`src/rtl/fifo_pkg.sv`:
```
// Shared FIFO helpers: width derivation, pointer wrap, and error-flag bit positions
// reused across FIFO variants.
package fifo_pkg;

  localparam int unsigned ERR_OVF_BIT = 0;
  localparam int unsigned ERR_UDF_BIT = 1;
  localparam int unsigned ERR_W       = 2;

  function automatic int unsigned cnt_width(input int unsigned depth);
    return $clog2(depth + 1);
  endfunction

  function automatic int unsigned ptr_width(input int unsigned depth);
    return (depth < 2) ? 1 : $clog2(depth);
  endfunction

  // Explicit wrap so DEPTH need not be a power of two.
  function automatic int unsigned ptr_next(input int unsigned ptr, input int unsigned depth);
    return (ptr == depth - 1) ? 0 : ptr + 1;
  endfunction

endpackage

```
`src/rtl/fifo_ram.sv`:
```
// DEPTH x DATA_W storage: one synchronous write port, one asynchronous read port.
// The array has no reset; stale contents are unreachable through the pointers.
module fifo_ram #(
  parameter int unsigned DATA_W = 8,
  parameter int unsigned DEPTH  = 10,
  parameter int unsigned PTR_W  = 4
) (
  input  logic              clk,
  input  logic              we,
  input  logic [PTR_W-1:0]  waddr,
  input  logic [DATA_W-1:0] wdata,
  input  logic [PTR_W-1:0]  raddr,
  output logic [DATA_W-1:0] rdata
);

  logic [DATA_W-1:0] mem_q [DEPTH];

  always_ff @(posedge clk) begin
    if (we) mem_q[waddr] <= wdata;
  end

  assign rdata = mem_q[raddr];

endmodule

```
`src/rtl/fifo_sync_flags.sv`:
```
// Single-clock FIFO with occupancy count, programmable almost flags and sticky errors.
// Define FIFO_FWFT_EN for first-word-fall-through reads; default is registered read.
module fifo_sync_flags
  import fifo_pkg::*;
#(
  parameter int unsigned DATA_W   = 8,
  parameter int unsigned DEPTH    = 10,
  parameter int unsigned AF_LEVEL = DEPTH - 2,
  parameter int unsigned AE_LEVEL = 2,
  localparam int unsigned CNT_W   = cnt_width(DEPTH),
  localparam int unsigned PTR_W   = ptr_width(DEPTH)
) (
  input  logic              clk,
  input  logic              rst,
  input  logic              push,
  input  logic [DATA_W-1:0] wr_data,
  input  logic              pop,
  output logic [DATA_W-1:0] rd_data,
  output logic              rd_valid,
  output logic [CNT_W-1:0]  count,
  output logic              empty,
  output logic              full,
  output logic              almost_full,
  output logic              almost_empty,
  output logic              overflow,
  output logic              underflow,
  input  logic              clr_err
);

  logic [PTR_W-1:0] wr_ptr_q, wr_ptr_d, rd_ptr_q, rd_ptr_d;
  logic [CNT_W-1:0] count_q, count_d;
  logic [ERR_W-1:0] err_q, err_d;
  logic [DATA_W-1:0] ram_rdata;
  logic push_acc, pop_acc, bypass, ovf_evt, udf_evt;

  fifo_ram #(
    .DATA_W (DATA_W),
    .DEPTH  (DEPTH),
    .PTR_W  (PTR_W)
  ) u_ram (
    .clk    (clk),
    .we     (push_acc),
    .waddr  (wr_ptr_q),
    .wdata  (wr_data),
    .raddr  (rd_ptr_q),
    .rdata  (ram_rdata)
  );

  assign count        = count_q;
  assign empty        = (count_q == '0);
  assign full         = (count_q == CNT_W'(DEPTH));
  assign almost_full  = (count_q >= CNT_W'(AF_LEVEL));
  assign almost_empty = (count_q <= CNT_W'(AE_LEVEL));
  assign overflow     = err_q[ERR_OVF_BIT];
  assign underflow    = err_q[ERR_UDF_BIT];

  always_comb begin
`ifdef FIFO_FWFT_EN
    bypass  = 1'b0;
    udf_evt = pop && empty;
`else
    // Push+pop into an empty FIFO hands the word straight to rd_data.
    bypass  = push && pop && empty;
    udf_evt = pop && empty && !push;
`endif
    ovf_evt  = push && full && !pop;
    push_acc = push && (!full || pop) && !bypass;
    pop_acc  = pop && !empty;

    wr_ptr_d = push_acc ? PTR_W'(ptr_next(32'(wr_ptr_q), DEPTH)) : wr_ptr_q;
    rd_ptr_d = pop_acc  ? PTR_W'(ptr_next(32'(rd_ptr_q), DEPTH)) : rd_ptr_q;

    count_d = count_q;
    unique case ({push_acc, pop_acc})
      2'b10:   count_d = count_q + CNT_W'(1);
      2'b01:   count_d = count_q - CNT_W'(1);
      default: count_d = count_q;
    endcase

    // Clear first so an error in the same cycle still sets its flag.
    err_d = clr_err ? '0 : err_q;
    err_d[ERR_OVF_BIT] = err_d[ERR_OVF_BIT] | ovf_evt;
    err_d[ERR_UDF_BIT] = err_d[ERR_UDF_BIT] | udf_evt;
  end

  always_ff @(posedge clk or posedge rst) begin
    if (rst) begin
      wr_ptr_q <= '0;
      rd_ptr_q <= '0;
      count_q  <= '0;
      err_q    <= '0;
    end else begin
      wr_ptr_q <= wr_ptr_d;
      rd_ptr_q <= rd_ptr_d;
      count_q  <= count_d;
      err_q    <= err_d;
    end
  end

`ifdef FIFO_FWFT_EN
  assign rd_data  = ram_rdata;
  assign rd_valid = ~empty;
`else
  logic [DATA_W-1:0] rd_data_q, rd_data_d;
  logic              rd_valid_q, rd_valid_d;

  always_comb begin
    rd_data_d  = rd_data_q;
    rd_valid_d = 1'b0;
    if (bypass) begin
      rd_data_d  = wr_data;
      rd_valid_d = 1'b1;
    end else if (pop_acc) begin
      rd_data_d  = ram_rdata;
      rd_valid_d = 1'b1;
    end
  end

  always_ff @(posedge clk or posedge rst) begin
    if (rst) begin
      rd_data_q  <= '0;
      rd_valid_q <= 1'b0;
    end else begin
      rd_data_q  <= rd_data_d;
      rd_valid_q <= rd_valid_d;
    end
  end

  assign rd_data  = rd_data_q;
  assign rd_valid = rd_valid_q;
`endif

endmodule

```
`config.mk`:
```
export PLATFORM = sky130hd
export DESIGN_NAME = fifo_sync_flags
export DESIGN_NICKNAME = d
export VERILOG_FILES = /design/src/rtl/fifo_pkg.sv /design/src/rtl/fifo_ram.sv /design/src/rtl/fifo_sync_flags.sv
export SDC_FILE = /design/constraint.sdc
export NUM_CORES = 1
export LEC_CHECK = 0
export BUFFER_PORTS_ARGS = -buffer_cell sky130_fd_sc_hd__buf_2
export CAP_MARGIN = 30
export CORE_ASPECT_RATIO = 1.25
export CORE_MARGIN = 2
export CORE_UTILIZATION = 59
export CTS_CLUSTER_SIZE = 24
export DETAILED_ROUTE_END_ITERATION = 10
export GPL_ROUTABILITY_DRIVEN = 0
export GPL_TIMING_DRIVEN = 0
export PLACE_DENSITY = 0.83
export REMOVE_ABC_BUFFERS = 1
export SLEW_MARGIN = 20
export SYNTH_ARGS = -nofsm -noshare
export SYNTH_HDL_FRONTEND = slang
export SYNTH_SLANG_ARGS = --single-unit
```
`constraint.sdc`:
```
create_clock -name clk -period 3.4 [get_ports clk]
set_input_delay 0 -clock clk [delete_from_list [all_inputs] [get_ports clk]]
set_output_delay 0 -clock clk [all_outputs]
set_load 0.005 [all_outputs]
```
# Word level (Yosys, flattened, before mapping)

Memory sizes are Yosys's and may differ from the RTL's.
Cells that the tools add are included.

Add/subtract/negate cells: 4
$lt $le $gt $ge: 2
Equality and inequality tests: 5
Muxes and demuxes: 10
Bitwise logic cells: 2
Reductions and logical operators: 18

Operators by type and width:

| kind                                                                             | count |
|---|---|
| 8-bit 2-to-1 mux                                                                 | 2 |
| 4-bit by 1-bit adder with 4-bit output, second input constant                    | 3 |
| 4-bit equality test, second input constant                                       | 3 |
| 1-bit logical AND                                                                | 9 |
| 4-bit 2-to-1 mux                                                                 | 2 |
| 4-bit case mux with 2 select lines                                               | 1 |
| 1-bit zero test                                                                  | 5 |
| 4-bit greater-or-equal comparator, second input constant                         | 1 |
| 4-bit by 2-bit less-or-equal comparator with 1-bit output, second input constant | 1 |
| 4-bit zero test                                                                  | 1 |
| 1-bit 2-to-1 mux                                                                 | 4 |
| 2-bit nonzero test                                                               | 2 |
| 4-bit by 1-bit subtractor with 4-bit output, second input constant               | 1 |
| 2-bit by 1-bit equality test with 1-bit output, second input constant            | 1 |
| 2-bit equality test, second input constant                                       | 1 |
| 2-bit 2-to-1 mux                                                                 | 1 |
| 1-bit OR                                                                         | 2 |
| 1-bit logical OR                                                                 | 1 |

Flip-flop bits (word level): 23
Bits in writable memories: 80
Input bits: 13
Output and inout port bits: 19
Logic and storage cells: 48
Memories: 1

Memory list:

| name        | words | width | rd ports | clocked after Yosys merged registers in | wr ports | RTL line       | text |
|---|---|---|---|---|---|---|---|
| u_ram.mem_q | 10    | 8     | 1        | 0                                       | 1        | fifo_ram.sv:16 | `logic [DATA_W-1:0] mem_q [DEPTH];` |

# Depth between registers and ports, before layout

Gate-level depths: netlist of run 1.

Word-level depth: 7
Gate-level depth with buffers: 11
Gate-level depth less buffers: 10

# By module

A second synthesis of run 1 with hierarchy kept.

Cells, all modules: 288
Area, all modules: 4426.7 um^2

Modules (own cells, without submodules):

| module          | instances | cells each | area an instance (um^2) | sequential area each (um^2) |
|---|---|---|---|---|
| fifo_ram        | 1         | 181        | 3241.9                  | 2402.3 |
| fifo_sync_flags | 1         | 107        | 1184.9                  | 575.6 |

# Worst setup path after synthesis of run 1

No wires, ideal clock.

Path kind: flip-flop to flip-flop
From: register count_q[1], in the netlist count[1]
To: memory u_ram.mem_q[8][0], enable pin
Setup time: 0.395 ns
Arrival: 2.151 ns
Data required time: 3.005 ns
Slack: 0.854 ns
Stages on the path, launching flop included: 6
Path buffers: 1
Period minus slack after synthesis: 2.546 ns
Cell sequence: dfrtp_1 > clkbuf_1 > and3b_1 > o21ai_1 > nand2_1 > nor4_1

Cells in the longest elaborated chain, start to end: 7
Elaborated cells between the ends (all ways): 10
Classes of those cells: eq/ne (1); mux (2); reduce/logical (7)

RTL lines:

| item                                       | RTL line              | text |
|---|---|---|
| from (decl)                                | fifo_sync_flags.sv:31 | `logic [CNT_W-1:0] count_q, count_d;` |
| from (signal assigned)                     | fifo_sync_flags.sv:95 | `count_q <= count_d;` |
| 4-bit equality test                        | fifo_sync_flags.sv:51 | `assign full = (count_q == CNT_W'(DEPTH));` |
| 1-bit zero test                            | fifo_sync_flags.sv:67 | `push_acc = push && (!full \|\| pop) && !bypass;` |
| 1-bit logical OR                           | fifo_sync_flags.sv:67 |  |
| 1-bit logical AND                          | fifo_sync_flags.sv:67 |  |
| 1-bit logical AND (*)                      | fifo_sync_flags.sv:67 |  |
| 1-bit 2-to-1 mux (*)                       | fifo_ram.sv:19        | `if (we) mem_q[waddr] <= wdata;` |
| 1-bit 2-to-1 mux (not written as such) (*) | fifo_ram.sv:19        |  |
| to (decl)                                  | fifo_ram.sv:16        |  |

Every way passes the cells marked *; elsewhere a longest branch is shown, timed or not.

# Final worst setup path of run 1

From: register count_q[1], in the netlist count[1]
To: register count_q[2], in the netlist count[2]

Cells in the longest elaborated chain, start to end: 7
Elaborated cells between the ends (all ways): 16
Classes of those cells: add/sub (2); eq/ne (3); mux (1); reduce/logical (10)

RTL lines:

| item                                                                                  | RTL line              | text |
|---|---|---|
| 4-bit equality test                                                                   | fifo_sync_flags.sv:51 |  |
| 1-bit zero test                                                                       | fifo_sync_flags.sv:67 |  |
| 1-bit logical OR                                                                      | fifo_sync_flags.sv:67 |  |
| 1-bit logical AND (2 in a row)                                                        | fifo_sync_flags.sv:67 |  |
| 2-bit by 1-bit equality test with 1-bit output or 2-bit equality test (tied branches) | fifo_sync_flags.sv:74 | `unique case ({push_acc, pop_acc})` |
| 4-bit case mux with 2 select lines or 2-bit nonzero test (tied branches)              | --                    |  |

Several ways; a longest one is shown, not always the timed one.
A chain may end at the register's enable or synchronous reset.

==> impl_metrics.ini, run 1 <==
[status]
outcome = complete, no violations

[clock_network]
tritoncts = yes
cts_buffers = 9
cts.sinks = 103
root_buffer = sky130_fd_sc_hd__clkbuf_8
cts.clk_slew.worst_paths_ns = 0.09
clkLatencyLatePin_ns = 0.37
htree_levels = 3
ctsLongestPathBuffers = 2
postCtsSetupBuffers = 0

[synthesis]
synth_largest_area_cell = sky130_fd_sc_hd__edfxtp_1
synthDominantCellAreaShare = 0.553
synth_enable_flop_cells = 80
ys_top_cells_by_count = 80 x sky130_fd_sc_hd__edfxtp_1, 35 x sky130_fd_sc_hd__nand2_1, 23 x sky130_fd_sc_hd__dfrtp_1
synth_area_leaders = sky130_fd_sc_hd__edfxtp_1 55%, sky130_fd_sc_hd__dfrtp_1 13%, sky130_fd_sc_hd__mux4_1 8.5%
yosysWarnings = 0
synth_seq_cells = 103
synth.most_common_cell = sky130_fd_sc_hd__edfxtp_1
synthesis.area_mm2 = 0.00435
synth_sequential_area_ratio = 0.685
asyncSetResetFlopFracSynth = 0.223
netlist-cell-type-count = 44
ys_dominant_reg_cell = sky130_fd_sc_hd__edfxtp_1
synthCells = 273
syn-mean-instance-area_um2 = 15.9

[route]
drt-met1-wl_mm = 3.30
drtPass1Iterations = 4
number_of_design_rule_violations_left_by_the_first_detailed_router_iteration = 160
top_layer_used = met4
routed_wl_mm = 7.61
met3_wirelength_um = 338
route.detailed.drc = 0
detail_route.vias_per_cell = 5.85
wl_per_cell_um = 18.6
antenna_violating_nets_post_route = 0
dr_total_vias = 2400
met2RoutedLength_mm = 3.79

[layout]
seq_area_mm2 = 0.00298
post-route-cell-area_mm2 = 0.00489
num_antenna_cells = 0
fillerInstances = 505
post_route_cells_drive_above_1_share = 0.195
multiInputGateArea_mm2 = 0.00128
design.final.nets = 329
area_delta_synth_final_pct = 12.4

[sta]
fin_worst_skew_ns = 0.0120
fin_crit_sh = 0.806
slew_headroom = 0.448
final.setup.worst_slack_ns = 0.658
fmaxAchievable_mhz = 365
setup-tns-final_ns = 0
worst_pin_slew_ns = 0.825
timing_hold_violations_final = 0
setup_repair_after_global_routing_missed_its_margin = no
setup_viol_count_final = 0
fin_crit_ns = 2.74
report.final.slew_viol_count = 0

[setup_path]
timing.critical_path.from_type = flip-flop
crit-reg2reg-launch = count[1]$_DFFE_PP0P_
cp_data_required_time_ns = 3.65
crit_path_start = count[1]$_DFFE_PP0P_
r2r_slack_ns = 0.66
criticalPathCategory = reg -> reg
endpoint_kind = flip-flop
r2r_cells = 10
critical_path_peak_fanout = 13
timing.critical_path.arrival_ns = 2.99

[die]
io_pins = 32
chipWidth_um = 80.8
row_count = 35
floorplan.die.height_um = 100
floorplan.initialDensity = 0.598
fp.coreArea_mm2 = 0.00727
die_area_mm2 = 0.00808

[global_route]
antenna_found_initial = 0
grt_max_degree = 27
grt_first_pass_wirelength_mm = 11.9
grt_pass1_vias = 2353
global_route.usage.total = 0.204
grt_overflow_total = 0

[hold_path]
worst_hold_startpoint = push
hold_class = in -> reg
worstHoldPathCells = 3

[power]
ir_drop_mv = 0.433
pwr_density_cell_mw_per_mm2 = 755
power_leakage_nw = 1.85

[placed_design]
dp_hpwl_mm = 4.90
port-buffer-count = 31
pre_cts_ws_ns = 0.711
placed_area_mm2 = 0.00456

[job]
cap_viol_max_count = 0
## sequential cells by signal, indices dropped and copies added (netlist names)
signal and cells:
count 4, err_q 2, rd_data 8, rd_ptr_q 4, rd_valid 1, u_ram.mem_q 80, wr_ptr_q 4
## worst paths after layout
check,end
worst min-delay path,wr_ptr_q[2]$_DFFE_PP0P_
worst max-delay path,count[2]$_DFFE_PP0P_
min in group asynchronous,rd_data[1]$_DFFE_PP0P_
max in group asynchronous,wr_ptr_q[1]$_DFFE_PP0P_
worst max register to register,count[2]$_DFFE_PP0P_
worst min register to register,err_q[1]$_DFF_PP0_
## layout make-up
type	instances	area share
Sequential cell	103	0.610
Clock inverter	6	0.0143
Inverter	8	0.00614
Timing Repair Buffer	44	0.0584
Multi-Input combinational cell	147	0.262
Tap cell	92	0.0236
Clock buffer	10	0.0261
## cell usage in the layout (no fill, tap or decap), drive strengths merged, types with 8 or more instances in the layout
| master | instances |
|---|---|
| dfrtp | 23 |
| mux2i | 8 |
| edfxtp | 80 |
| inv | 10 |
| mux4 | 16 |
| clkbuf | 10 |
| o21ai | 11 |
| and3b | 8 |
| dlygate4sd3 | 11 |
| a22oi | 8 |
| buf | 33 |
| nor2 | 13 |
| nand2 | 35 |
## cells by family (layout without fill, tap and decap cells)
| family | Yosys count | count (layout) | share of synthesized area |
|---|---|---|---|
| adders and majority gates | 3 | 3 | 0.00863 |
| muxes | 28 | 28 | 0.124 |
| xor gates and xnor gates | 9 | 9 | 0.0181 |
| and+or+nand+nor | 77 | 77 | 0.0889 |
| buffers and inverters | 23 | 68 | 0.0256 |
| DFF | 103 | 103 | 0.685 |
| AOI/OAI and AO/OA | 30 | 30 | 0.0501 |
## power breakdown
part	total (mW)	internal (mW)	switching (mW)
registers	1.93	1.59	0.337
logic	0.989	0.550	0.439
clock network	0.770	0.347	0.422
total	3.69	2.49	1.20
## repair_timing
action                                 4_1_cts  5_1_grt
setup endpoints to repair                    0        0
endpoints found under the hold margin      107        0
resized for setup                            0        0
hold buffers                                11        0
## worst max-delay path, cell delays in order, from the launching register on
cell and delay [ns]:
sky130_fd_sc_hd__dfrtp_1 0.51, sky130_fd_sc_hd__and3b_1 0.24, sky130_fd_sc_hd__o21ai_1 0.37, sky130_fd_sc_hd__nand2_1 0.28, sky130_fd_sc_hd__ha_1 0.34, sky130_fd_sc_hd__xor2_1 0.16, sky130_fd_sc_hd__ha_1 0.19, sky130_fd_sc_hd__a21oi_1 0.15
sky130_fd_sc_hd__xor2_1 0.15, sky130_fd_sc_hd__nor2_1 0.06, sky130_fd_sc_hd__xor2_1 0.14
## stage by stage
| stage | cells | power [mW] | util | hold slack, ns |
|---|---|---|---|---|
| after floorplan | 258 | 2.57 | - | 0.00192 |
| after global placement | 381 | 2.87 | 0.624 | 0.221 |
| after detailed placement | 382 | 2.95 | 0.628 | 0.245 |
| after CTS | 409 | 3.72 | 0.670 | 0.00208 |
| after global routing | 410 | 3.89 | 0.672 | 0.0454 |
| final | 410 | 3.69 | 0.672 | 0.0141 |
## routing by layer
| layer | up-vias | global-route usage |
|---|---|---|
| met2 | 63 | 0.322 |
| met4 | 0 | 0.108 |
| li1 | 1125 | - |
| met1 | 1194 | 0.277 |
| met5 | - | 0 |
| met3 | 18 | 0.0288 |
(Power assumes the default switching activity.)
==> inputs of run 2 (changes only) <==
ABC_AREA = 1   (was not set)
CORE_UTILIZATION = 54   (was 59)
PLACE_DENSITY = 0.8   (was 0.83)
clock period = 2.3 ns   (was 3.4 ns; I/O delays follow)
==> impl_metrics.ini, run 2 <==
[die]
chipWidth_um = 88.0
io_pins = 32
floorplan.die.height_um = 109
die_area_mm2 = 0.00960
row_count = 38
fp.coreArea_mm2 = 0.00861
floorplan.initialDensity = 0.554

[clock_network]
root_buffer = sky130_fd_sc_hd__clkbuf_8
cts.sinks = 103
cts.clk_slew.worst_paths_ns = 0.09
htree_levels = 3
clkLatencyLatePin_ns = 0.37
cts_buffers = 9
tritoncts = yes
ctsLongestPathBuffers = 2

[placed_design]
dp_cells = 612
pre_cts_ws_ns = -0.235
dp_hpwl_mm = 6.02
port-buffer-count = 31
placed_area_mm2 = 0.00498

[route]
antenna_violating_nets_post_route = 0
detail_route.vias_per_cell = 5.29
wl_per_cell_um = 15.0
dr_total_vias = 3405
routed_wl_mm = 9.67
drtPass1Iterations = 5
number_of_design_rule_violations_left_by_the_first_detailed_router_iteration = 263
route.detailed.drc = 0

[synthesis]
synthCells = 478
netlist-cell-type-count = 34
asyncSetResetFlopFracSynth = 0.223
synthesis.area_mm2 = 0.00476
ys_top_cells_by_count = 150 x sky130_fd_sc_hd__nand2_1, 80 x sky130_fd_sc_hd__edfxtp_1, 59 x sky130_fd_sc_hd__nand3_1
syn-mean-instance-area_um2 = 9.97
synth.most_common_cell = sky130_fd_sc_hd__nand2_1
ys_dominant_reg_cell = sky130_fd_sc_hd__edfxtp_1
synth_largest_area_cell = sky130_fd_sc_hd__edfxtp_1
yosysWarnings = 0
synth_area_leaders = sky130_fd_sc_hd__edfxtp_1 50%, sky130_fd_sc_hd__dfrtp_1 12%, sky130_fd_sc_hd__nand2_1 12%
synth_sequential_area_ratio = 0.625
synth_seq_cells = 103
synth_enable_flop_cells = 80
synthDominantCellAreaShare = 0.504

[setup_path]
criticalPathCategory = reg -> reg
timing.critical_path.arrival_ns = 2.47
critical_path.slowest_cell = sky130_fd_sc_hd__dfrtp_2
critical_path_peak_fanout = 9
timing.critical_path.from_type = flip-flop
critical-path-top-cell-by-count = sky130_fd_sc_hd__nor2_8
cp_cell_sequence = nor2_4 > nand2_4 > nor2_8 > nor2_8 > inv_6 > ha_2 > nor2_1 > nor2_2 > ha_1 > a21oi_2 > or2_0 > a31oi_1
endpoint_kind = flip-flop
cp_data_required_time_ns = 2.59
critical-path-max-stage-delay_ns = 0.48

[layout]
final_common_cell = sky130_fd_sc_hd__nand2_1
area_delta_synth_final_pct = 13.3
finish.utilization = 0.627
largest-register = u_ram.mem_q
post_route_cells_drive_above_1_share = 0.164
fillerInstances = 632
mostFrequentLayoutCells = 150 x sky130_fd_sc_hd__nand2_1, 80 x sky130_fd_sc_hd__edfxtp_1, 59 x sky130_fd_sc_hd__nand3_1
post-route-cell-area_mm2 = 0.00540
num_antenna_cells = 0
stdcell_count = 644
largest_reg_flops = 80
design.final.nets = 535

[sta]
fin_worst_skew_ns = 0.0104
fin_crit_sh = 0.950
timing_hold_violations_final = 0
slew_headroom = 0.387
report.final.slew_viol_count = 0
worst_pin_slew_ns = 0.916
setup-tns-final_ns = 0
worst_hold_slack_ns = 0.0334
fin_crit_ns = 2.18
setup_viol_count_final = 0
final.setup.worst_slack_ns = 0.116
fmaxAchievable_mhz = 458

[status]
outcome = complete, no violations

[job]
cap_viol_max_count = 0

[power]
total_power_mw = 6.32
ir_drop_mv = 0.818
pwr_density_cell_mw_per_mm2 = 1170
power_leakage_nw = 2.37

[hold_path]
hold_class = in -> reg

[global_route]
grt_max_degree = 34
grt_first_pass_wirelength_mm = 15.5
global_route.usage.total = 0.214
grt_overflow_total = 0
grt_pass1_vias = 3281
antenna_found_initial = 0
==> run 2: critical path: cells and delay by family (launching register included) <==
family | cells | cell delay [ns]
AO/OA/AOI/OAI | 2 | 0.17
flip-flops | 1 | 0.48
adder cells (fa/ha/maj) | 2 | 0.41
buffers and inverters | 1 | 0.10
AND/OR/NAND/NOR | 7 | 0.94
==> run 2: power by group <==
group | internal (mW) | leakage, nW | switching [mW] | total (mW)
Combinational | 0.839 | 1.27 | 1.50 | 2.34
Sequential | 2.38 | 0.998 | 0.370 | 2.75
Clock | 0.619 | 0.103 | 0.609 | 1.23
==> run 2: per-layer routing <==
layer	share of wire	wire length (um)	global-route usage
met2	0.51	4970	0.358
met1	0.39	3750	0.261
met4	0.034	329	0.126
met3	0.064	619	0.0333
met5	0	0	0
==> run 2: kinds of logic after synthesis <==
group	after synthesis	synth area share
flops	103	0.625
fa+ha+maj	3	0.00788
simple gates	253	0.247
compound gates	28	0.0318
xor+xnor	5	0.00919
buf+inv	86	0.0796
==> run 2: worst paths after layout <==
kind                            cells past startpoint  slack, ns               startpoint                 endpoint
worst min-delay path                                3       0.03                      pop       rd_valid$_DFF_PP0_
worst min register to register                      1       0.52  wr_ptr_q[0]$_DFFE_PP0P_  wr_ptr_q[0]$_DFFE_PP0P_
min in group asynchronous                           3       0.12                      rst   rd_data[6]$_DFFE_PP0P_
max in group asynchronous                           4       1.77                      rst  rd_ptr_q[1]$_DFFE_PP0N_
worst max-delay path                               12       0.12     count[0]$_DFFE_PP0P_     count[2]$_DFFE_PP0P_
worst max register to register                     12       0.12     count[0]$_DFFE_PP0P_     count[2]$_DFFE_PP0P_
==> run 2: repair_timing <==
action	in CTS	in global routing
endpoints found under the setup margin	3	17
setup buffers	1	3
pin swaps	1	0
endpoints found under the hold margin	105	0
gates cloned	0	0
gates resized for setup	5	5
hold buffers	11	0
==> run 2: cell type report <==
cell class,instances,area [um^2],share of cell area
clock buffer,10,128,0.0236
clock inverter,6,92.6,0.0172
inverter,68,260,0.0482
multi-input combinational,289,1430,0.265
sequential,103,2990,0.553
tap,120,150,0.0278
timing repair buffer,48,350,0.0649
==> inputs of run 3 (changes only) <==
==> constraint.sdc (replaced) <==
create_clock -name clk -period 2.3 [get_ports clk]
set_input_delay 0.115 -clock clk [delete_from_list [all_inputs] [get_ports clk]]
set_output_delay 0.115 -clock clk [all_outputs]
set_load 0.005 [all_outputs]
==> impl_metrics.ini, run 3 (same netlist as run 2, synthesis figures left out) <==
[status]
outcome = complete, no violations

[clock_network]
cts.sinks = 103
cts_buffers = 9
root_buffer = sky130_fd_sc_hd__clkbuf_8
ctsLongestPathBuffers = 2
htree_levels = 3
cts.clk_slew.worst_paths_ns = 0.09
clkLatencyLatePin_ns = 0.37
tritoncts = yes

[setup_path]
rr_endpoint = count[2]$_DFFE_PP0P_
critical_path_peak_fanout = 9
cp_data_required_time_ns = 2.59
r2r_slack_ns = 0.13
timing.critical_path.arrival_ns = 2.45
criticalPathCategory = reg -> reg
r2r_cells = 12
timing.critical_path.from_type = flip-flop
crit-reg2reg-launch = count[2]$_DFFE_PP0P_
endpoint_kind = flip-flop

[placed_design]
dp_hpwl_mm = 6.02
port-buffer-count = 31
pre_cts_ws_ns = -0.235

[layout]
fillerInstances = 641
num_antenna_cells = 0
largest-register = u_ram.mem_q
multiInputGateArea_mm2 = 0.00143
area_delta_synth_final_pct = 11.4
seq_area_mm2 = 0.00299
final_common_cell = sky130_fd_sc_hd__nand2_1
post_route_cells_drive_above_1_share = 0.167
mostFrequentLayoutCells = 150 x sky130_fd_sc_hd__nand2_1, 80 x sky130_fd_sc_hd__edfxtp_1, 59 x sky130_fd_sc_hd__nand3_1
largest_reg_flops = 80
design.final.nets = 526

[route]
drtPass1Iterations = 4
route.detailed.drc = 0
dr_total_vias = 3357
number_of_design_rule_violations_left_by_the_first_detailed_router_iteration = 272
routed_wl_mm = 9.45
wl_per_cell_um = 14.9
detail_route.vias_per_cell = 5.29
antenna_violating_nets_post_route = 0

[hold_path]
worstHoldPathCells = 1
hold_path_end = u_ram.mem_q[9][5]$_DFFE_PP_
worst_hold_startpoint = wr_data[5]
hold_class = in -> reg

[sta]
setup_repair_after_global_routing_missed_its_margin = no
worst_hold_slack_ns = 0.0550
fin_crit_ns = 2.17
fin_worst_skew_ns = 0.0103
slew_headroom = 0.356
report.final.slew_viol_count = 0
fmaxAchievable_mhz = 461
setup-tns-final_ns = 0
timing_hold_violations_final = 0
setup_viol_count_final = 0
final.setup.worst_slack_ns = 0.133
worst_pin_slew_ns = 0.962
fin_crit_sh = 0.942

[die]
row_count = 38
fp.coreArea_mm2 = 0.00861
floorplan.initialDensity = 0.554
chipWidth_um = 88.0
io_pins = 32
die_area_mm2 = 0.00960
floorplan.die.height_um = 109

[global_route]
grt_first_pass_wirelength_mm = 15.1
grt_max_degree = 34
grt_pass1_vias = 3215
grt_overflow_total = 0
global_route.usage.total = 0.210
antenna_found_initial = 0

[power]
ir_drop_mv = 0.753
power_leakage_nw = 2.33
pwr_density_cell_mw_per_mm2 = 1180

[job]
cap_viol_max_count = 0
-- run 3: changes by cell type in the layout (fill, tap and decap cells not counted), sizes merged --
| cell | previous run | this run |
|---|---|---|
| dlygate4sd3 | 11 | 2 |
-- run 3: report_power, final --
part	internal, mW	total (mW)	switching (mW)
logic	0.827	2.32	1.49
clock network	0.618	1.22	0.599
registers	2.38	2.75	0.368
total	3.82	6.29	2.46
-- run 3: metal layers --
layer  GRT usage  up-vias  share of wire
met2       0.350      124           0.52
li1            -     1627              -
met5           0        -              0
met3      0.0363       21          0.061
met4       0.123        0          0.030
met1       0.255     1585           0.39
-- run 3: repair_timing --
action | in CTS | in global routing
hold buffers | 2 | 0
endpoints found under the hold margin | 25 | 0
setup endpoints to repair | 3 | 16
pin swaps | 1 | 0
buffers inserted | 1 | 3
resized for setup | 5 | 5
-- run 3: area by class of cell --
type / count / area share
sequential: 103 / 0.563
multi-input combinational: 289 / 0.270
timing repair buffer: 39 / 0.0490
inverter: 68 / 0.0490
tap: 120 / 0.0283
clock buffer: 10 / 0.0241
clock inverter: 6 / 0.0174
-- run 3: how the worst max path moves through the flow --
stage | from | end | slack, ns | cells past startpoint
after detailed placement | count[0]$_DFFE_PP0P_ | count[2]$_DFFE_PP0P_ | -0.23 | 12
after global routing | count[1]$_DFFE_PP0P_ | count[2]$_DFFE_PP0P_ | 0.004 | 12
after global placement | rd_ptr_q[0]$_DFFE_PP0N_ | rd_data[3]$_DFFE_PP0P_ | -0.52 | 9
final | count[2]$_DFFE_PP0P_ | count[2]$_DFFE_PP0P_ | 0.13 | 12
after floorplan | count[0]$_DFFE_PP0P_ | count[2]$_DFFE_PP0P_ | 0.11 | 12
after CTS | count[0]$_DFFE_PP0P_ | count[2]$_DFFE_PP0P_ | 0.01 | 13
-- run 3: through the flow --
stage	util	cell area, um^2	power, mW	cells
after detailed placement	0.579	4980	4.99	612
after CTS	0.609	5250	6.22	631
after global placement	0.575	4950	4.83	611
after floorplan	-	4650	4.20	460
after global routing	0.617	5310	6.72	635
final	0.617	5310	6.29	635
-- run 3: worst max-delay path, stage by stage, from the launching register on --
cell                      delay (ns)
sky130_fd_sc_hd__dfrtp_2        0.48
sky130_fd_sc_hd__nor2_4         0.15
sky130_fd_sc_hd__nand2_4        0.11
sky130_fd_sc_hd__nor2_8         0.16
sky130_fd_sc_hd__nor2_8         0.07
sky130_fd_sc_hd__inv_6          0.10
sky130_fd_sc_hd__ha_2           0.21
sky130_fd_sc_hd__nor2_1         0.06
sky130_fd_sc_hd__nor2_2         0.16
sky130_fd_sc_hd__ha_1           0.18
sky130_fd_sc_hd__a21oi_2        0.04
sky130_fd_sc_hd__or2_0          0.23
sky130_fd_sc_hd__a31oi_1        0.12
